===== src/rtl/wb_master_bridge_pkg.sv =====
// rtl/wb_master_bridge_pkg.sv - shared types and helpers for the Wishbone master bridge
//
// Purpose: access-size encoding, bridge FSM states and the byte-select width
// helper used by the bridge and by the lane-alignment block.
package wb_master_bridge_pkg;

  // Access size as driven by the core load/store unit
  typedef enum logic [1:0] {
    SZ_B = 2'd0,
    SZ_H = 2'd1,
    SZ_W = 2'd2,
    SZ_D = 2'd3
  } size_t;

  // Bridge FSM states
  typedef enum logic [1:0] {
    IDLE = 2'd0,
    BUS  = 2'd1,
    RESP = 2'd2
  } state_t;

  // Number of byte lanes on a data bus of width dw
  function automatic int wbd_sel(input int dw);
    return dw / 8;
  endfunction

endpackage


===== src/rtl/wb_lane_align.sv =====
// rtl/wb_lane_align.sv - byte-lane select, write/read alignment and load extension
//
// Purpose: purely combinational lane handling shared by Wishbone bridges.
// Ports:
//   i_size        access size (size_t encoding)
//   i_unsigned    1 = zero-extend loads, 0 = sign-extend
//   i_addr_lo     low three address bits
//   i_core_wdata  LSB-justified store data from the core
//   i_bus_rdata   raw bus read data
//   o_sel         byte lane selects
//   o_bus_wdata   store data shifted onto its lanes
//   o_core_rdata  load data shifted down, masked and extended
//   o_misaligned  address not a multiple of the size, or size too wide for the bus
module wb_lane_align
  import wb_master_bridge_pkg::*;
#(
  parameter int DATA_WIDTH = 64
) (
  input  logic [1:0]              i_size,
  input  logic                    i_unsigned,
  input  logic [2:0]              i_addr_lo,
  input  logic [DATA_WIDTH-1:0]   i_core_wdata,
  input  logic [DATA_WIDTH-1:0]   i_bus_rdata,
  output logic [DATA_WIDTH/8-1:0] o_sel,
  output logic [DATA_WIDTH-1:0]   o_bus_wdata,
  output logic [DATA_WIDTH-1:0]   o_core_rdata,
  output logic                    o_misaligned
);

  localparam int SEL_W = wbd_sel(DATA_WIDTH);
  localparam int OFF_W = $clog2(SEL_W);

  logic [OFF_W-1:0]      w_off;
  logic [SEL_W-1:0]      w_mask;
  logic [DATA_WIDTH-1:0] w_rd_shift;
  logic                  w_sign;
  logic                  w_ext;
  int                    w_nbits;

  assign w_off       = i_addr_lo[OFF_W-1:0];
  assign o_sel       = w_mask << w_off;
  assign o_bus_wdata = i_core_wdata << {w_off, 3'b000};

  always_comb begin
    w_mask       = '1;
    o_misaligned = 1'b0;
    case (size_t'(i_size))
      SZ_B: begin
        w_mask       = SEL_W'(1);
        o_misaligned = 1'b0;
      end
      SZ_H: begin
        w_mask       = SEL_W'(3);
        o_misaligned = i_addr_lo[0];
      end
      SZ_W: begin
        w_mask       = SEL_W'(15);
        o_misaligned = |i_addr_lo[1:0];
      end
      default: begin
        // A double cannot travel on a 32-bit bus at all
        w_mask       = '1;
        o_misaligned = (|i_addr_lo) || (DATA_WIDTH == 32);
      end
    endcase
  end

  // Loads: bring the addressed lanes down to bit 0, then fill everything
  // above the access width with the extension bit.
  always_comb begin
    w_rd_shift   = i_bus_rdata >> {w_off, 3'b000};
    w_nbits      = 8 << i_size;
    w_sign       = 1'b0;
    o_core_rdata = '0;
    case (size_t'(i_size))
      SZ_B:    w_sign = w_rd_shift[7];
      SZ_H:    w_sign = w_rd_shift[15];
      SZ_W:    w_sign = w_rd_shift[31];
      default: w_sign = w_rd_shift[DATA_WIDTH-1];
    endcase
    w_ext = w_sign & ~i_unsigned;
    for (int i = 0; i < DATA_WIDTH; i++) begin
      o_core_rdata[i] = (i < w_nbits) ? w_rd_shift[i] : w_ext;
    end
  end

endmodule


===== src/rtl/wb_master_bridge.sv =====
// rtl/wb_master_bridge.sv - Wishbone B4 classic master bridge for the core load/store path
//
// Purpose: turns one held core request into a single CYC/STB/ACK bus cycle,
// stalls the core meanwhile and reports completion, bus error and timeout.
// Ports:
//   clk_i, rst_i            clock, asynchronous active-high reset
//   req_i/wr_i/size_i/unsigned_i/addr_i/dat_from_core_i   core request
//   dat_to_core_o           extended load data (held between loads)
//   busy_o, done_o, err_o   core stall, completion pulse, error pulse
//   wb_m_*                  Wishbone master port
module wb_master_bridge
  import wb_master_bridge_pkg::*;
#(
  parameter int ADDR_WIDTH  = 64,
  parameter int DATA_WIDTH  = 64,
  parameter int TIMEOUT_CYC = 255
) (
  input  logic                    clk_i,
  input  logic                    rst_i,
  input  logic                    req_i,
  input  logic                    wr_i,
  input  logic [1:0]              size_i,
  input  logic                    unsigned_i,
  input  logic [ADDR_WIDTH-1:0]   addr_i,
  input  logic [DATA_WIDTH-1:0]   dat_from_core_i,
  output logic [DATA_WIDTH-1:0]   dat_to_core_o,
  output logic                    busy_o,
  output logic                    done_o,
  output logic                    err_o,
  output logic [ADDR_WIDTH-1:0]   wb_m_addr_o,
  input  logic [DATA_WIDTH-1:0]   wb_m_dat_i,
  output logic [DATA_WIDTH-1:0]   wb_m_dat_o,
  output logic                    wb_m_we_o,
  output logic [DATA_WIDTH/8-1:0] wb_m_sel_o,
  output logic                    wb_m_stb_o,
  output logic                    wb_m_cyc_o,
  input  logic                    wb_m_ack_i,
  input  logic                    wb_m_err_i
);

  localparam int SEL_W = wbd_sel(DATA_WIDTH);
  localparam int OFF_W = $clog2(SEL_W);
  localparam int CNT_W = (TIMEOUT_CYC > 0) ? $clog2(TIMEOUT_CYC + 1) : 1;

  state_t                r_state;
  state_t                w_state_nxt;
  logic [ADDR_WIDTH-1:0] r_addr;
  logic                  r_we;
  logic [SEL_W-1:0]      r_sel;
  logic [DATA_WIDTH-1:0] r_wdat;
  logic [DATA_WIDTH-1:0] r_rdat;
  logic [1:0]            r_size;
  logic                  r_unsigned;
  logic [2:0]            r_addr_lo;
  logic                  r_err;
  logic [CNT_W-1:0]      r_cnt;

  logic                  w_idle;
  logic [1:0]            w_size;
  logic                  w_unsigned;
  logic [2:0]            w_addr_lo;
  logic [SEL_W-1:0]      w_sel;
  logic [DATA_WIDTH-1:0] w_bus_wdat;
  logic [DATA_WIDTH-1:0] w_core_rdat;
  logic                  w_misaligned;
  logic                  w_timeout;
  logic                  w_resp_err;

  // In IDLE the aligner works on the live request; once the cycle is
  // issued it works on the latched copy so read extension is stable.
  assign w_idle     = (r_state == IDLE);
  assign w_size     = w_idle ? size_i : r_size;
  assign w_unsigned = w_idle ? unsigned_i : r_unsigned;
  assign w_addr_lo  = w_idle ? addr_i[2:0] : r_addr_lo;

  wb_lane_align #(
    .DATA_WIDTH (DATA_WIDTH)
  ) u_lane_align (
    .i_size       (w_size),
    .i_unsigned   (w_unsigned),
    .i_addr_lo    (w_addr_lo),
    .i_core_wdata (dat_from_core_i),
    .i_bus_rdata  (wb_m_dat_i),
    .o_sel        (w_sel),
    .o_bus_wdata  (w_bus_wdat),
    .o_core_rdata (w_core_rdat),
    .o_misaligned (w_misaligned)
  );

  // r_cnt counts BUS cycles already completed, so the abort edge is the one
  // closing the TIMEOUT_CYC-th cycle with STB high.
  assign w_timeout = (TIMEOUT_CYC != 0) && (r_cnt == CNT_W'(TIMEOUT_CYC - 1));

  always_comb begin
    w_state_nxt = r_state;
    w_resp_err  = 1'b0;
    case (r_state)
      IDLE: begin
        if (req_i) begin
          w_resp_err  = w_misaligned;
          w_state_nxt = w_misaligned ? RESP : BUS;
        end
      end
      BUS: begin
        if (wb_m_err_i) begin
          w_resp_err  = 1'b1;
          w_state_nxt = RESP;
        end else if (wb_m_ack_i) begin
          w_state_nxt = RESP;
        end else if (w_timeout) begin
          w_resp_err  = 1'b1;
          w_state_nxt = RESP;
        end
      end
      RESP:    w_state_nxt = IDLE;
      default: w_state_nxt = IDLE;
    endcase
  end

  always_ff @(posedge clk_i or posedge rst_i) begin
    if (rst_i) begin
      r_state    <= IDLE;
      r_addr     <= '0;
      r_we       <= 1'b0;
      r_sel      <= '0;
      r_wdat     <= '0;
      r_rdat     <= '0;
      r_size     <= '0;
      r_unsigned <= 1'b0;
      r_addr_lo  <= '0;
      r_err      <= 1'b0;
      r_cnt      <= '0;
    end else begin
      r_state <= w_state_nxt;
      if (w_idle && req_i && !w_misaligned) begin
        r_addr     <= {addr_i[ADDR_WIDTH-1:OFF_W], {OFF_W{1'b0}}};
        r_we       <= wr_i;
        r_sel      <= w_sel;
        r_wdat     <= w_bus_wdat;
        r_size     <= size_i;
        r_unsigned <= unsigned_i;
        r_addr_lo  <= addr_i[2:0];
        r_cnt      <= '0;
      end
      if (r_state == BUS && w_state_nxt == BUS && r_cnt != '1) begin
        r_cnt <= r_cnt + 1'b1;
      end
      // RESP is only ever entered from IDLE or BUS
      if (w_state_nxt == RESP) begin
        r_err <= w_resp_err;
        if (w_resp_err) begin
          r_rdat <= '0;
        end else if (!r_we) begin
          r_rdat <= w_core_rdat;
        end
      end
    end
  end

  // CYC/STB decode straight from the state register so reset kills them
  // without waiting for a clock edge.
  assign wb_m_cyc_o    = (r_state == BUS);
  assign wb_m_stb_o    = (r_state == BUS);
  assign wb_m_addr_o   = r_addr;
  assign wb_m_we_o     = r_we;
  assign wb_m_sel_o    = r_sel;
  assign wb_m_dat_o    = r_wdat;
  assign done_o        = (r_state == RESP);
  assign err_o         = (r_state == RESP) && r_err;
  assign busy_o        = !w_idle || req_i;
  assign dat_to_core_o = r_rdat;

endmodule


===== config.mk =====
export PLATFORM = sky130hd
export DESIGN_NAME = wb_master_bridge
export DESIGN_NICKNAME = d
export VERILOG_FILES = /design/src/rtl/wb_master_bridge_pkg.sv /design/src/rtl/wb_lane_align.sv /design/src/rtl/wb_master_bridge.sv
export SDC_FILE = /design/constraint.sdc
export NUM_CORES = 1
export LEC_CHECK = 0
export CAP_MARGIN = 20
export CORE_MARGIN = 10
export CORE_UTILIZATION = 46
export CTS_CLUSTER_SIZE = 24
export DETAILED_ROUTE_END_ITERATION = 7
export GPL_TIMING_DRIVEN = 0
export PLACE_DENSITY = 0.9
export SETUP_SLACK_MARGIN = 0.4
export SLEW_MARGIN = 20
export SYNTH_ARGS = -nofsm -noshare
export SYNTH_HDL_FRONTEND = slang
export SYNTH_SLANG_ARGS = --single-unit
export TNS_END_PERCENT = 5

===== constraint.sdc =====
create_clock -name clk_i -period 7.4 [get_ports clk_i]
set_clock_uncertainty 0.15 [all_clocks]
set_input_delay 0.74 -clock clk_i [delete_from_list [all_inputs] [get_ports clk_i]]
set_output_delay 0.74 -clock clk_i [all_outputs]
set_load 0.05 [all_outputs]

==> Implementation_results.wiki <==
{| class="wikitable"
! Metric !! Value
|-
| Static Leak || 7.77 nW
|-
| Crit start category || primary input
|-
| TritonCTS Sinks || 215
|-
| Cell at the slowest stage of the critical path || sky130_fd_sc_hd__o221ai_1
|-
| Post-detailed-route via-to-cell ratio || 6.06
|-
| IO buf count || about 400
|-
| Share of the synthesized area in the top cell type || 0.465
|-
| Final worst path period share || 0.510
|-
| Top cells by instance count after synthesis || sky130_fd_sc_hd__nand2_1 (501), sky130_fd_sc_hd__dfrtp_1 (215), sky130_fd_sc_hd__mux2i_1 (69)
|-
| Sum of routed wire length over all layers || roughly 54000 µm
|-
| Number of optimization iterations in the first detailed-route pass || 8
|-
| Die extent in x || 179 µm
|-
| Relative area change from synthesis to final layout || 46.3%
|-
| Per-instance average area after synthesis || between 8 and 9 µm²
|-
| Post-CTS Setup Bufs || 0
|-
| Path category of the worst min-delay check || flop to flop
|-
| Synthesized cell area || between 10000 and 15000 µm²
|-
| Vias in the first global route || 12700
|-
| Initial cell density of the core || 0.471
|-
| Total of endpoints with negative setup slack in the final report || 0
|-
| Fin nets || 1998
|-
| Number of max-slew violations in the final report || 0
|-
| Tot Pwr || 8.46 mW
|-
| First-pass GRT wire length || 78500 µm
|-
| Routability cong. || approximately 1
|-
| GRT overflow || 0
|-
| Core Box Area || between 20000 and 25000 µm²
|-
| Total power density per cell area || 500 nW/µm²
|-
| DRC violations left || 0
|-
| Post-synth EDFFs || 0
|-
| Root buffer cell || sky130_fd_sc_hd__clkbuf_16
|-
| Critical path endpoint category || flop
|-
| Most numerous cell in the Yosys netlist || sky130_fd_sc_hd__nand2_1
|-
| Required time at the endpoint of the critical path || between 7000 and 8000 ps
|-
| Critical Path Max Stage Delay || 660 ps
|-
| Global-route total usage across every layer || 0.322
|-
| Final Hold Slack || 326 ps
|-
| Post-synthesis cell count || 1362
|-
| Total Die Area || approximately 32000 µm²
|-
| Type of the worst setup path || primary input to flop
|-
| Synth top area cells || sky130_fd_sc_hd__dfrtp_1 (47%), sky130_fd_sc_hd__nand2_1 (16%), sky130_fd_sc_hd__mux2i_1 (6.0%)
|-
| Slew margin rel. || 0.258
|-
| Actual transition at the worst max-transition pin || 1100 ps
|-
| Quantity of hold-fixing buffers added after cts || 0
|-
| Critical Path Most Common Cell || sky130_fd_sc_hd__buf_2
|-
| Portion of the post-synthesis area used by sequential elements || 0.465
|-
| Ratio of cells with drive above 1 in the final layout || 0.0684
|-
| Minimum setup slack after placement || 3170 ps
|-
| Count of endpoints failing hold in the final timing report || 0
|-
| Highest Clock Rate || around 270 MHz
|-
| Fin crit period || 3770 ps
|-
| Initial antenna violation count || 3
|-
| Number of synthesized register bits || 215
|-
| Wire length per cell || 25.1 µm
|-
| Starting DRC count in detailed routing || 1687
|-
| Source-to-sink clock delay at the later pin of the worst-skew pair || 540 ps
|-
| Most area-hungry cell type in the Yosys netlist || sky130_fd_sc_hd__dfrtp_1
|-
| Number of fillers in the final layout || 1956
|-
| Post-cts gate resize count || 0
|-
| CTS tree || done
|-
| Number of H-tree levels || 1
|-
| WP data arrival || 4110 ps
|-
| Number of distinct library cells after synthesis || 68
|-
| Number of buffers on the longest clock path || 3
|-
| Final setup slack of the worst path || 3630 ps
|-
| Number of buffers created by CTS || 24
|-
| Ports placed on the boundary || roughly 410
|-
| Final design instance area without fill || ~17000 µm²
|-
| Largest net degree at the start of global routing || between 80 and 90
|-
| Outcome || completed
|-
| Detail Route Antenna Nets || 0
|-
| Post-place instance area || 16100 µm²
|-
| Number of synthesis warnings || 0
|-
| Unrepaired setup endpoints after global routing || no
|-
| Share of synthesized registers carrying an async set or reset || 1.00
|-
| Top FF cell, synth || sky130_fd_sc_hd__dfrtp_1
|-
| Maximum vdd ir drop || 0.351 mV
|-
| Cells along the critical path || clkdlybuf4s50_1 > or3b_4 > and2_1 > buf_2 > o221ai_1 > buf_2 > buf_2 > clkbuf_1 > nand2_1 > nand2_1
|-
| Floorplan row count || 57
|-
| Post-detailed-placement half-perimeter wirelength || about 43000 µm
|-
| Worst Path Max Fanout || 10
|-
| Clock slew at the register clock pins of the worst setup and hold paths || 60 ps
|-
| Total of max-cap violations || 0
|-
| Total number of vias || about 13000
|-
| DIE HEIGHT || 179 µm
|}
[path summary, 6_finish.rpt]
check / startpoint / to / slack, ps / cells past startpoint
worst min register to register: wb_m_addr_o[4] / wb_m_addr_o[4] / 330 / 2
worst max-delay path: addr_i[0] / wb_m_addr_o[27] / 3630 / 10
worst max register to register: r_state[1] / wb_m_dat_o[48] / 3730 / 9
min in group asynchronous: rst_i / wb_m_addr_o[44] / 450 / 2
worst min-delay path: wb_m_addr_o[4] / wb_m_addr_o[4] / 330 / 2
max in group asynchronous: rst_i / wb_m_dat_o[45] / 5910 / 3
[cell families after synthesis]
group / count (synthesis) / share of synthesized area
flops: 215 / 0.465
other cells: 1 / 0.000324
simple gates: 636 / 0.226
buf+inv: 116 / 0.0449
fa+ha+maj: 2 / 0.00216
compound gates: 305 / 0.179
xor+xnor: 2 / 0.00151
mux: 85 / 0.0805
[power by group]
group / switching (mW) / internal, mW
combinational: 3.71 / 1.62
clock: 0.513 / 0.738
sequential: 0.270 / 1.61
[through the flow]
stage / std cells / setup TNS [ps] / util
5_1_grt: 2139 / 0 / 0.689
3_3_place_gp: 2091 / -414890 / 0.653
4_1_cts: 2137 / 0 / 0.689
2_1_floorplan: 1364 / 0 / -
3_5_place_dp: 2093 / 0 / 0.655
6_report: 2140 / 0 / 0.689
[per-layer routing]
layer,up-vias,global-route usage,share of wire
met4,2,0.146,0.052
met5,-,0,0.00024
met3,164,0.0983,0.12
li1,5616,-,-
met1,6260,0.390,0.37
met2,933,0.517,0.46
[layout make-up]
class / count / area (µm²) / share of cell area
Multi-Input combinational cell: 1033 / 5680 / 0.336
Sequential cell: 215 / 5380 / 0.318
Timing Repair Buffer: 405 / 4090 / 0.242
Clock buffer: 32 / 661 / 0.0391
Buffer: 111 / 500 / 0.0296
Tap cell: 324 / 405 / 0.0240
Clock inverter: 12 / 168 / 0.00991
Inverter: 5 / 26.3 / 0.00155
Antenna cell: 3 / 7.51 / 0.000444
[flip-flops by register name (all words and copies together), names as in the netlist]
register,flops
dat_to_core_o,64
wb_m_dat_o,64
wb_m_addr_o,61
r_cnt,8
wb_m_sel_o,8
r_addr_lo,3
r_size,2
r_state,2
r_err,1
r_unsigned,1
wb_m_we_o,1
[critical path, delay by kind of cell]
kind            cells  cell delay (ps)
simple gates        4              830
compound gates      1              660
buf+inv             5             1860
[cells in the final DEF, fill, tap and decap left out, types with 12 or more instances in the layout]
| master | count |
|---|---|
| sky130_fd_sc_hd__a211oi_1 | 16 |
| sky130_fd_sc_hd__a21oi_1 | 50 |
| sky130_fd_sc_hd__a22o_1 | 16 |
| sky130_fd_sc_hd__a22oi_1 | 32 |
| sky130_fd_sc_hd__a31oi_1 | 17 |
| sky130_fd_sc_hd__a32oi_1 | 12 |
| sky130_fd_sc_hd__and3_1 | 13 |
| sky130_fd_sc_hd__buf_1 | 12 |
| sky130_fd_sc_hd__buf_2 | 42 |
| sky130_fd_sc_hd__clkbuf_1 | 54 |
| sky130_fd_sc_hd__clkbuf_16 | 24 |
| sky130_fd_sc_hd__clkdlybuf4s50_1 | 403 |
| sky130_fd_sc_hd__dfrtp_1 | 215 |
| sky130_fd_sc_hd__mux2i_1 | 69 |
| sky130_fd_sc_hd__nand2_1 | 501 |
| sky130_fd_sc_hd__nand3_1 | 63 |
| sky130_fd_sc_hd__nor2_1 | 26 |
| sky130_fd_sc_hd__o211ai_1 | 14 |
| sky130_fd_sc_hd__o21ai_0 | 68 |
| sky130_fd_sc_hd__o31ai_1 | 22 |
No activity file was read; power rests on OpenSTA's default activity.
